## src/rtl/uart_pkg.sv

```systemverilog
// uart_pkg: shared state encodings and word geometry for the UART image loader
package uart_pkg;
  typedef enum logic [2:0] {R_IDLE, R_START, R_DATA, R_PARITY, R_STOP} rx_state_t;
  typedef enum logic [1:0] {IDLE, LOAD, DONE} ld_state_t;
  localparam int BYTES_PER_WORD = 4;
endpackage

```

## src/rtl/uart_rx.sv

```systemverilog
// uart_rx: synchronized 8N1 receiver, 8E1 when UART_LOADER_PARITY_EN is defined
module uart_rx
  import uart_pkg::*;
#(
  parameter int CLKS_PER_BIT = 868
) (
  input  logic       memclk,
  input  logic       rst,
  input  logic       rx,
  output logic       byte_valid,
  output logic [7:0] byte_data,
  output logic       stop_err
);
  localparam int CW = $clog2(CLKS_PER_BIT);
  localparam logic [CW-1:0] HALF = CW'(CLKS_PER_BIT / 2 - 1);
  localparam logic [CW-1:0] FULL = CW'(CLKS_PER_BIT - 1);
`ifdef UART_LOADER_PARITY_EN
  localparam rx_state_t AFTER_DATA = R_PARITY;
  logic par_q, par_d;
`else
  localparam rx_state_t AFTER_DATA = R_STOP;
`endif
  rx_state_t state_q, state_d;
  logic s1_q, s2_q, prev_q;
  logic [CW-1:0] cnt_q, cnt_d;
  logic [2:0] bit_q, bit_d;
  logic [7:0] sh_q, sh_d;
  logic valid_q, valid_d, err_q, err_d, ok;
  always_comb begin
    state_d = state_q;
    cnt_d = cnt_q + 1'b1;
    bit_d = bit_q;
    sh_d = sh_q;
    valid_d = 1'b0;
    err_d = 1'b0;
`ifdef UART_LOADER_PARITY_EN
    par_d = par_q;
    ok = s2_q & ~par_q;
`else
    ok = s2_q;
`endif
    case (state_q)
      R_IDLE: begin
        cnt_d = '0;
        if (prev_q && !s2_q) state_d = R_START;
      end
      R_START: if (cnt_q == HALF) begin
        cnt_d = '0;
        bit_d = '0;
        state_d = s2_q ? R_IDLE : R_DATA;
      end
      R_DATA: if (cnt_q == FULL) begin
        cnt_d = '0;
        sh_d = {s2_q, sh_q[7:1]};
        bit_d = bit_q + 1'b1;
        state_d = (bit_q == 3'd7) ? AFTER_DATA : R_DATA;
      end
`ifdef UART_LOADER_PARITY_EN
      R_PARITY: if (cnt_q == FULL) begin
        cnt_d = '0;
        par_d = ^{sh_q, s2_q};
        state_d = R_STOP;
      end
`endif
      R_STOP: if (cnt_q == FULL) begin
        state_d = R_IDLE;
        valid_d = ok;
        err_d = ~ok;
      end
      default: state_d = R_IDLE;
    endcase
  end
  always_ff @(posedge memclk or posedge rst) begin
    if (rst) begin
      s1_q <= 1'b1;
      s2_q <= 1'b1;
      prev_q <= 1'b1;
      state_q <= R_IDLE;
      cnt_q <= '0;
      bit_q <= '0;
      sh_q <= '0;
      valid_q <= 1'b0;
      err_q <= 1'b0;
`ifdef UART_LOADER_PARITY_EN
      par_q <= 1'b0;
`endif
    end else begin
      s1_q <= rx;
      s2_q <= s1_q;
      prev_q <= s2_q;
      state_q <= state_d;
      cnt_q <= cnt_d;
      bit_q <= bit_d;
      sh_q <= sh_d;
      valid_q <= valid_d;
      err_q <= err_d;
`ifdef UART_LOADER_PARITY_EN
      par_q <= par_d;
`endif
    end
  end
  assign byte_valid = valid_q;
  assign byte_data = sh_q;
  assign stop_err = err_q;
endmodule

```

## src/rtl/uart_loader.sv

```systemverilog
// uart_loader: packs UART bytes into little-endian word writes and releases the CPU when done
// UART_LOADER_PARITY_EN switches the receiver to 8E1 framing
module uart_loader
  import uart_pkg::*;
#(
  parameter int CLKS_PER_BIT = 868,
  parameter int WORDS        = 16384,
  parameter int ADDR_W       = 14,
  parameter int TIMEOUT_CYC  = 1_000_000
) (
  input  logic              memclk,
  input  logic              rst,
  input  logic              rx,
  input  logic              start,
  output logic              we,
  output logic [ADDR_W-1:0] waddr,
  output logic [31:0]       wdata,
  output logic              uart_finish,
  output logic              frame_err,
  output logic [ADDR_W:0]   word_cnt
);
  localparam int TW = $clog2(TIMEOUT_CYC + 1);
  localparam logic [ADDR_W-1:0] LAST_ADDR = ADDR_W'(WORDS - 1);
  localparam logic [ADDR_W:0] LAST_CNT = (ADDR_W + 1)'(WORDS - 1);
  localparam logic [TW-1:0] T_LAST = TW'(TIMEOUT_CYC - 1);
  logic byte_valid, stop_err;
  logic [7:0] byte_data;
  ld_state_t state_q, state_d;
  logic [ADDR_W-1:0] waddr_q, waddr_d;
  logic [ADDR_W:0] cnt_q, cnt_d;
  logic [31:0] wdata_q, wdata_d, pack_q, pack_d;
  logic [1:0] idx_q, idx_d;
  logic [TW-1:0] tcnt_q, tcnt_d;
  logic we_q, we_d, fin_q, fin_d, ferr_q, ferr_d, any_q, any_d, end_q, end_d;
  uart_rx #(.CLKS_PER_BIT(CLKS_PER_BIT)) u_rx (
    .memclk(memclk), .rst(rst), .rx(rx),
    .byte_valid(byte_valid), .byte_data(byte_data), .stop_err(stop_err)
  );
  always_comb begin
    state_d = state_q;
    waddr_d = waddr_q;
    cnt_d = cnt_q;
    wdata_d = wdata_q;
    pack_d = pack_q;
    idx_d = idx_q;
    tcnt_d = (state_q == LOAD && any_q) ? tcnt_q + 1'b1 : tcnt_q;
    we_d = 1'b0;
    fin_d = fin_q;
    ferr_d = ferr_q;
    any_d = any_q;
    end_d = end_q;
    if (we_q) begin
      cnt_d = cnt_q + 1'b1;
      waddr_d = (waddr_q == LAST_ADDR) ? waddr_q : waddr_q + 1'b1;
      if (end_q || cnt_q == LAST_CNT) begin
        state_d = DONE;
        fin_d = 1'b1;
        end_d = 1'b0;
      end
    end
    if (state_q == LOAD) begin
      ferr_d = ferr_q | stop_err;
      if (byte_valid && !end_q) begin
        pack_d = (idx_q == '0) ? {24'b0, byte_data} : pack_q | (32'(byte_data) << {idx_q, 3'b000});
        idx_d = idx_q + 1'b1;
        tcnt_d = '0;
        any_d = 1'b1;
        we_d = (idx_q == 2'(BYTES_PER_WORD - 1));
        wdata_d = we_d ? pack_d : wdata_q;
      end else if (any_q && tcnt_q == T_LAST) begin
        // a partial word already has zeroed upper lanes; finish after its write completes
        any_d = 1'b0;
        we_d = (idx_q != '0);
        wdata_d = we_d ? pack_q : wdata_q;
        idx_d = '0;
        end_d = we_d;
        state_d = we_d ? LOAD : DONE;
        fin_d = ~we_d;
      end
    end
    if (start) begin
      state_d = LOAD;
      waddr_d = '0;
      cnt_d = '0;
      idx_d = '0;
      tcnt_d = '0;
      we_d = 1'b0;
      fin_d = 1'b0;
      ferr_d = 1'b0;
      any_d = 1'b0;
      end_d = 1'b0;
    end
  end
  always_ff @(posedge memclk or posedge rst) begin
    if (rst) begin
      state_q <= IDLE;
      waddr_q <= '0;
      cnt_q <= '0;
      wdata_q <= '0;
      pack_q <= '0;
      idx_q <= '0;
      tcnt_q <= '0;
      we_q <= 1'b0;
      fin_q <= 1'b1;
      ferr_q <= 1'b0;
      any_q <= 1'b0;
      end_q <= 1'b0;
    end else begin
      state_q <= state_d;
      waddr_q <= waddr_d;
      cnt_q <= cnt_d;
      wdata_q <= wdata_d;
      pack_q <= pack_d;
      idx_q <= idx_d;
      tcnt_q <= tcnt_d;
      we_q <= we_d;
      fin_q <= fin_d;
      ferr_q <= ferr_d;
      any_q <= any_d;
      end_q <= end_d;
    end
  end
  assign we = we_q;
  assign waddr = waddr_q;
  assign wdata = wdata_q;
  assign uart_finish = fin_q;
  assign frame_err = ferr_q;
  assign word_cnt = cnt_q;
endmodule
```

## config.mk

```make
export PLATFORM = sky130hd
export DESIGN_NAME = uart_loader
export DESIGN_NICKNAME = d
export VERILOG_FILES = /design/src/rtl/uart_pkg.sv /design/src/rtl/uart_rx.sv /design/src/rtl/uart_loader.sv
export SDC_FILE = /design/constraint.sdc
export NUM_CORES = 1
export LEC_CHECK = 0
export CORE_MARGIN = 10
export CORE_UTILIZATION = 36
export DETAILED_ROUTE_END_ITERATION = 12
export SLEW_MARGIN = 20
export SYNTH_ARGS = -nofsm -noshare
export SYNTH_HDL_FRONTEND = slang
export SYNTH_SLANG_ARGS = --single-unit
```

## constraint.sdc

```tcl
create_clock -name memclk -period 12.32 [get_ports memclk]
set_input_delay 1.232 -clock memclk [delete_from_list [all_inputs] [get_ports memclk]]
set_output_delay 1.232 -clock memclk [all_outputs]
set_load 0.05 [all_outputs]
```

==> results of run 1 <==
==> power by group through the flow <==
stage | clock network, mW | logic [mW] | registers, mW
3_5_place_dp | 0 | 0.0408 | 0.525
3_3_place_gp | 0 | 0.0405 | 0.526
2_1_floorplan | 0 | 0.0328 | 0.521
6_report | 0.508 | 0.0397 | 0.517
5_1_grt | 0.540 | 0.0458 | 0.518
4_1_cts | 0.518 | 0.0411 | 0.516
==> area by class of cell <==
| cell class | instances | share of cell area |
|---|---|---|
| clock buffers | 23 | 0.0556 |
| clock inverters | 9 | 0.0109 |
| inverters | 26 | 0.0119 |
| multi-input cells | 492 | 0.358 |
| flip-flops and latches | 151 | 0.440 |
| well taps | 265 | 0.0386 |
| repair buffers | 75 | 0.0850 |
==> per-layer routing <==
| metal | GRT usage | vias to the layer above | part of all wire |
|---|---|---|---|
| li1 | - | 2630 | - |
| met1 | 0.173 | 2673 | 0.47 |
| met2 | 0.196 | 99 | 0.47 |
| met3 | 0.0335 | 8 | 0.048 |
| met4 | 0.0413 | 0 | 0.0066 |
| met5 | 0 | - | 0 |
==> how the worst min path moves through the flow <==
stage	slack [ns]	to	depth (start not counted)	startpoint
after floorplan	0.35	u_rx.ok	0	u_rx.s1_q
after global placement	0.35	u_rx.ok	0	u_rx.s1_q
after detailed placement	0.35	u_rx.ok	0	u_rx.s1_q
after CTS	0.36	u_rx.ok	0	u_rx.s1_q
after global routing	0.37	u_rx.ok	0	u_rx.s1_q
final	0.36	u_rx.ok	0	u_rx.s1_q
==> cell usage after synthesis (3+ instances only) <==
master,instances,share of area
dfrtp_1,147,0.52
nor2_1,98,0.052
a21oi_1,96,0.067
mux2_2,42,0.066
o21ai_0,34,0.024
clkbuf_1,31,0.016
nand2_1,27,0.014
inv_1,26,0.014
nand3_1,21,0.015
nand4_1,17,0.015
or3_1,13,0.011
xnor2_1,13,0.016
xor2_1,13,0.016
or4_1,12,0.013
ha_1,9,0.016
nor3_1,9,0.0063
o31ai_1,9,0.0095
nor2b_1,7,0.0062
nor4_1,7,0.0062
a31oi_1,5,0.0044
and4_1,5,0.0062
and3_1,4,0.0035
buf_6,4,0.0063
dfstp_2,4,0.015
nand3b_1,4,0.0042
nor4bb_1,4,0.0056
mux2i_1,3,0.0042
nand2b_1,3,0.0026
o211ai_1,3,0.0032
o21a_1,3,0.0032
==> cells in the final DEF, fill, tap and decap left out, drive strengths merged, types with 3 or more instances in the layout <==
| cell type | netlist | layout |
|---|---|---|
| o21ai | 35 | 35 |
| nand2 | 27 | 27 |
| o31ai | 9 | 9 |
| o211ai | 3 | 3 |
| nor4 | 7 | 7 |
| buf | 8 | 8 |
| clkbuf | 31 | 23 |
| a21oi | 96 | 96 |
| nor3 | 9 | 9 |
| nand4 | 17 | 17 |
| ha | 9 | 9 |
| mux2 | 43 | 43 |
| a31oi | 5 | 5 |
| clkinv | 0 | 4 |
| xor2 | 13 | 13 |
| xnor2 | 13 | 13 |
| nor2b | 7 | 7 |
| and3 | 4 | 4 |
| and4 | 5 | 5 |
| clkdlybuf4s50 | 0 | 67 |
| or3 | 13 | 13 |
| nand3b | 4 | 4 |
| nor2 | 98 | 98 |
| dfrtp | 147 | 147 |
| mux2i | 3 | 3 |
| o21a | 3 | 3 |
| nand2b | 3 | 3 |
| nor4bb | 4 | 4 |
| nand3 | 22 | 22 |
| inv | 26 | 28 |
| or4 | 12 | 12 |
| dfstp | 4 | 4 |
==> flip-flops by register name, summed over array words and instances, names as in the netlist, 2 cells and up <==
| name | cells |
|---|---|
| u_rx.state_q | 3 |
| u_rx.bit_q | 3 |
| pack_q | 32 |
| idx_q | 2 |
| u_rx.cnt_q | 10 |
| waddr | 14 |
| u_rx.byte_data | 8 |
| tcnt_q | 20 |
| state_q | 2 |
| wdata | 32 |
| word_cnt | 15 |
==> cell families after synthesis <==
| logic type | count (synthesis) | share of synthesized area |
|---|---|---|
| AOI/OAI and AO/OA | 161 | 0.126 |
| buffers and inverters | 65 | 0.0388 |
| adders and majority gates | 9 | 0.0158 |
| DFF | 151 | 0.531 |
| and+or+nand+nor | 250 | 0.184 |
| xor gates and xnor gates | 26 | 0.0320 |
| muxes | 46 | 0.0722 |
==> per-stage QoR <==
step / instance area, µm² / instances
5_1_grt: 8600 / 1041
4_1_cts: 8590 / 1041
3_5_place_dp: 8020 / 1009
6_report: 8600 / 1041
2_1_floorplan: 7120 / 708
3_3_place_gp: 8020 / 1009
==> impl_metrics.ini, run 1 <==
[sta]
tightest_slew_ns = 1.04
fin_ws_ns = 9.08
whs_ns = 0.360
finalCriticalPeriod_ns = 3.24
max_freq_mhz = 309
period_share = 0.263
hold_viol = 0
slew_viol_final = 0
fin_worst_skew_ns = 0.00812
max_slew_margin = 0.304
finalSetupTns_ns = 0
setup_viol = 0
rsz0062_at_grt = no

[grt]
grt_pass1_vias = 5379
grt_max_degree = 101
antenna_found_initial = 0
grtUsageTotal = 0.128
gr-total-overflow = 0
grt_pass1_wl_mm = 27.7

[clock_tree]
clockRootBuffer = clkbuf_16
cts_tree = yes
cts_setup_buffers = 0
clock-sinks = 151
clk_latency_ns = 0.42
clock_path_buffers = 2
hold_buffers = 0
cts_buffers = 17
clk_pin_slew_ns = 0.06
ctsResizeCount = 0
htree_levels = 4

[logic_synthesis]
syn_inst = 708
yosysWarnings = 0
synth_area_per_cell_um2 = 10.1
ys_async_sr_fraction = 1.00
syn_area_mm2 = 0.00712
ys_seq_area_frac = 0.531
synth_cell_types = 55
synth-edff-count = 0
ys_ff_latch = 151
ys.flop_type = dfrtp_1
syn_nets = 721

[placed_design]
place.gp.congestion = 0.746
dp_hpwl_mm = 10.4
pre_cts_ws_ns = 8.75
portBuffers = 67

[worst_setup_path]
critPathSlowestCell = clkdlybuf4s50_1
path_max_fanout = 16
crit_type = register to output port
cp_top_family = buffers and inverters
reg2reg_depth = 6
cp_cell_sequence = clkdlybuf4s50_1
crit_arrival_ns = 2.01
cp-start-kind = register
r2r_start = tcnt_q[0]
setup.worst_path.start = we
cp.depth = 1
cpPeakStageDelay_ns = 0.91
cp-end-kind = output port
r2r_end = wdata[4]
r2r_slack_ns = 9.57
crit_buf_inv = 1
setup.worst_path.end = we
required_ns = 11.09

[min_path]
hp-class = register to register

[route]
initialDrtViolationCount = 334
wl_mm = 16.2
vias = 5410
route.detailed.drc = 0
dr.pass1.iters = 5
via_per_inst = 5.20
wl_per_cell_um = 15.6
ant_nets = 0

[finish]
area_growth_pct = 20.8
fill_cells = 1853
seq_area_mm2 = 0.00378
drive_above_1_share = 0.124
final_core_util = 0.442
diodes = 0
multi_input_area_mm2 = 0.00308
final_nets = 776

[pwr]
p_seq_frac = 0.485
power_frac_comb = 0.037
p_sw_frac = 0.235
p_sw_uw = 250
ir_worst_vdd_mv = 0.0957
leakagePower_nw = 3.64
total_power_mw = 1.06
power_density_mw_per_mm2 = 124
power.internal_uw = 815
clkPwrFrac = 0.477

[status]
status = finished, final reports clean

[die]
dieArea_mm2 = 0.0258
start_util = 0.366
boundaryPins = 68
core_mm2 = 0.0195
rows = 51
die_y_um = 161
die_width_um = 161

[flow_run]
maxCapViolCount = 0
(Power assumes the default switching activity.)
==> run 2, diff against run 1 <==
==> constraint.sdc (replaced) <==
create_clock -name memclk -period 3.1 [get_ports memclk]
set_input_delay 0.31 -clock memclk [delete_from_list [all_inputs] [get_ports memclk]]
set_output_delay 0.31 -clock memclk [all_outputs]
set_load 0.05 [all_outputs]
==> impl_metrics.ini, run 2 (synthesis results as in run 1) <==
[die]
dieArea_mm2 = 0.0258
die_width_um = 161
die_y_um = 161
core_mm2 = 0.0195
rows = 51
start_util = 0.366
boundaryPins = 68

[min_path]
hp-class = primary input to register

[pwr]
p_seq_frac = 0.495
power.internal_mw = 3.11
power_density_mw_per_mm2 = 475
p_sw_mw = 1.03
ir_worst_vdd_mv = 0.389
clkPwrFrac = 0.463
power_frac_comb = 0.042
total_power_mw = 4.15
leakagePower_nw = 3.72
p_sw_frac = 0.249

[clock_tree]
htree_levels = 4
cts_setup_buffers = 0
hold_buffers = 0
cts_tree = yes
clk_pin_slew_ns = 0.06
cts_buffers = 17
clk_latency_ns = 0.43
clock-sinks = 151
ctsResizeCount = 0
clock_path_buffers = 2
clockRootBuffer = clkbuf_16

[finish]
fill_cells = 1844
area_growth_pct = 22.7
layout_common_cells = 147 x dfrtp_1, 97 x nor2_1, 96 x a21oi_1
fin_cells = 1056
final_common_cell = dfrtp_1
diodes = 0
drive_above_1_share = 0.142
final_nets = 791

[worst_setup_path]
crit_buf_inv = 1
cp_top_family = simple AND/OR/NAND/NOR gates
critPathSlowestCell = or4_1
cp_cell_sequence = ha_1 -> nand3_2 -> or4_1 -> a211oi_4 -> buf_12 -> mux2_2
cp-start-kind = register
path_max_fanout = 33
cp-end-kind = register
crit_arrival_ns = 2.88
required_ns = 3.41
crit_type = register to register
cpPeakStageDelay_ns = 0.72

[sta]
rsz0062_at_grt = no
max_freq_mhz = 390
tightest_slew_ns = 0.849
finalCriticalPeriod_ns = 2.57
whs_ns = 0.300
max_slew_margin = 0.432
hold_viol = 0
finalSetupTns_ns = 0
slew_viol_final = 0
fin_ws_ns = 0.533
fin_worst_skew_ns = 0.00970
setup_viol = 0
period_share = 0.828

[grt]
gr-total-overflow = 0
grtUsageTotal = 0.127
grt_max_degree = 35
grt_pass1_wl_mm = 27.3
antenna_found_initial = 0
grt_pass1_vias = 5265

[placed_design]
placedCellCount = 1024
dp_hpwl_mm = 10.9
pre_cts_ws_ns = 0.573
place.gp.congestion = 0.817
portBuffers = 67

[flow_run]
maxCapViolCount = 0

[route]
wl_per_cell_um = 15.4
dr.pass1.iters = 6
route.detailed.drc = 0
via_per_inst = 5.25
vias = 5545
ant_nets = 0
wl_mm = 16.3
initialDrtViolationCount = 269

[status]
status = finished, final reports clean
[run 2: cell count changes in the layout (fill, tap and decap cells not counted), sizes merged]
cell      previous run  this run
inv                 28        31
clkinvlp             2         4
clkbuf              23        17
clkinv               4         6
buf                  8        23
bufinv               1         0
[run 2: layout make-up]
class	count	area, µm²	share of cell area
clock buffers	17	425	0.0487
clock inverters	15	120	0.0137
inverters	26	101	0.0116
multi-input cells	492	3070	0.351
flip-flops and latches	151	3780	0.433
well taps	265	332	0.0380
repair buffers	90	906	0.104
[run 2: worst paths after layout]
| check | from | end | slack [ns] | cells past startpoint |
|---|---|---|---|---|
| max | tcnt_q[0] | wdata[15] | 0.53 | 6 |
| min | rx | u_rx.s1_q | 0.30 | 1 |
| max reg2reg | tcnt_q[0] | wdata[15] | 0.53 | 6 |
| min reg2reg | u_rx.s1_q | u_rx.ok | 0.35 | 0 |
| max in group asynchronous | rst | uart_finish | 2.04 | 3 |
| min in group asynchronous | rst | u_rx.cnt_q[9] | 0.40 | 2 |
[run 2: per-layer routing]
metal / vias to the layer above / wire length (µm) / global-route usage
met3: 20 / 912 / 0.0396
li1: 2678 / - / -
met5: - / 0 / 0
met2: 151 / 7560 / 0.193
met4: 0 / 237 / 0.0380
met1: 2696 / 7600 / 0.170
[run 2: through the flow]
step / instance area (µm²) / util
floorplan: 7120 / -
global placement: 8190 / 0.421
detailed placement: 8190 / 0.421
CTS: 8740 / 0.449
global route: 8740 / 0.449
finish: 8740 / 0.449
[run 2: worst reg2reg max path, stage by stage, from the launching register on]
cell	delay, ns
dfrtp_1	0.40
ha_1	0.21
nand3_2	0.16
or4_1	0.72
a211oi_4	0.34
buf_12	0.24
mux2_2	0.39
[run 2: power groups by stage]
stage                     clock network, mW  registers, mW  logic, mW
after global routing                   2.06           2.06      0.199
after global placement                    0           2.09      0.178
final                                  1.92           2.05      0.174
after detailed placement                  0           2.09      0.179
after floorplan                           0           2.07      0.131
after CTS                              1.97           2.05      0.179
==> run 3, diff against run 2 <==
==> constraint.sdc (replaced) <==
create_clock -name memclk -period 2.2 [get_ports memclk]
set_input_delay 0.22 -clock memclk [delete_from_list [all_inputs] [get_ports memclk]]
set_output_delay 0.22 -clock memclk [all_outputs]
set_load 0.05 [all_outputs]
==> impl_metrics.ini, run 3 (synthesis results as in run 1) <==
[status]
status = finished, final reports clean

[grt]
gr-usage-met2 = 0.214
antenna_found_initial = 0
gr-total-overflow = 0
grt_pass1_vias = 5685
met1_usage = 0.180
grtUsageTotal = 0.136
grt_pass1_wl_mm = 29.2
grt_max_degree = 66
busiest_layer = met2
use_met3 = 0.0373

[worst_setup_path]
r2r_slack_ns = 0.07
crit_arrival_ns = 2.43
path_max_fanout = 8
cp-start-kind = register
cp-end-kind = register
crit_type = register to register
required_ns = 2.50

[flow_run]
maxCapViolCount = 0

[pwr]
power_density_mw_per_mm2 = 674
p_sw_frac = 0.225
leakagePower_nw = 4.00
p_sw_mw = 1.42
total_power_mw = 6.29
p_seq_frac = 0.455
ir_worst_vdd_mv = 0.485
power.internal_mw = 4.87
power_frac_comb = 0.049
clkPwrFrac = 0.496

[clock_tree]
cts_tree = yes
hold_buffers = 0
clockRootBuffer = clkbuf_16
htree_levels = 4
clk_pin_slew_ns = 0.06
clock-sinks = 151
clk_latency_ns = 0.42
clock_path_buffers = 2
cts_buffers = 17

[sta]
tightest_slew_ns = 0.544
setup_viol = 0
slew_viol_final = 0
finalCriticalPeriod_ns = 2.13
whs_ns = 0.157
finalSetupTns_ns = 0
period_share = 0.970
max_slew_margin = 0.636
max_freq_mhz = 469
hold_viol = 0
fin_worst_skew_ns = 0.0108
fin_ws_ns = 0.0669

[finish]
fin_cells = 1096
fin_area_mm2 = 0.00933
final_nets = 831
final_common_cell = dfrtp_1
final_core_util = 0.479
diodes = 0
drive_above_1_share = 0.191
area_growth_pct = 31.0
layout_common_cells = 143 x dfrtp_1, 97 x nor2_1, 96 x a21oi_1

[placed_design]
dp_hpwl_mm = 11.6
pre_cts_ws_ns = 0.0797
placedCellCount = 1060
place.gp.congestion = 0.855
portBuffers = 67
placed_cell_area_mm2 = 0.00859

[die]
rows = 51
dieArea_mm2 = 0.0258
die_y_um = 161
core_mm2 = 0.0195
die_width_um = 161
boundaryPins = 68
start_util = 0.366

[route]
route.detailed.drc = 0
wl_mm = 17.4
via_per_inst = 5.09
vias = 5574
wl_per_cell_um = 15.9
dr.pass1.iters = 4
initialDrtViolationCount = 284
ant_nets = 0

[min_path]
hp-class = primary input to async pin
==> run 3: changes by cell type in the layout (fill, tap and decap cells not counted), sizes merged <==
cell and change:
bufinv +4, clkinv -4, buf +38, clkinvlp -2, clkbuf +5, inv -1
==> run 3: what timing repair did <==
action,CTS,global route
gates resized for setup,0,4
setup endpoints to repair,0,4
setup buffers,0,2
==> run 3: final timing paths <==
check | start | end | cells past startpoint
max | tcnt_q[7] | wdata[14] | 6
max reg2reg | tcnt_q[7] | wdata[14] | 6
min in group memclk | rx | u_rx.s1_q | 1
min reg2reg | u_rx.s1_q | u_rx.ok | 0
min | rst | u_rx.cnt_q[6] | 2
max in group asynchronous | rst | wdata[22] | 3
==> run 3: critical path: stages, from the launching register on <==
cell and delay (ns):
dfrtp_1 0.37, nand3b_1 0.16, or4_4 0.55, a211oi_4 0.29
buf_12 0.17, buf_12 0.14, mux2_2 0.33
==> run 3: cell type report <==
cell class              instances  area (µm²)
inverters                      26         101
fillers                      1824       10100
multi-input cells             492        3220
clock inverters                12         191
clock buffers                  20         437
flip-flops and latches        151        3790
well taps                     265         332
repair buffers                130        1260
==> run 3: power by group through the flow <==
stage / clock network [mW] / logic [mW] / registers, mW
global route: 3.31 / 0.355 / 2.87
detailed placement: 0 / 0.315 / 2.91
finish: 3.12 / 0.308 / 2.86
floorplan: 0 / 0.184 / 2.92
CTS: 3.19 / 0.315 / 2.86
global placement: 0 / 0.308 / 2.92
==> run 3: metal layers <==
layer  share of wire  routed length, µm
met1            0.48               8320
met2            0.47               8210
met3           0.045                783
met4          0.0067                117
met5               0                  0
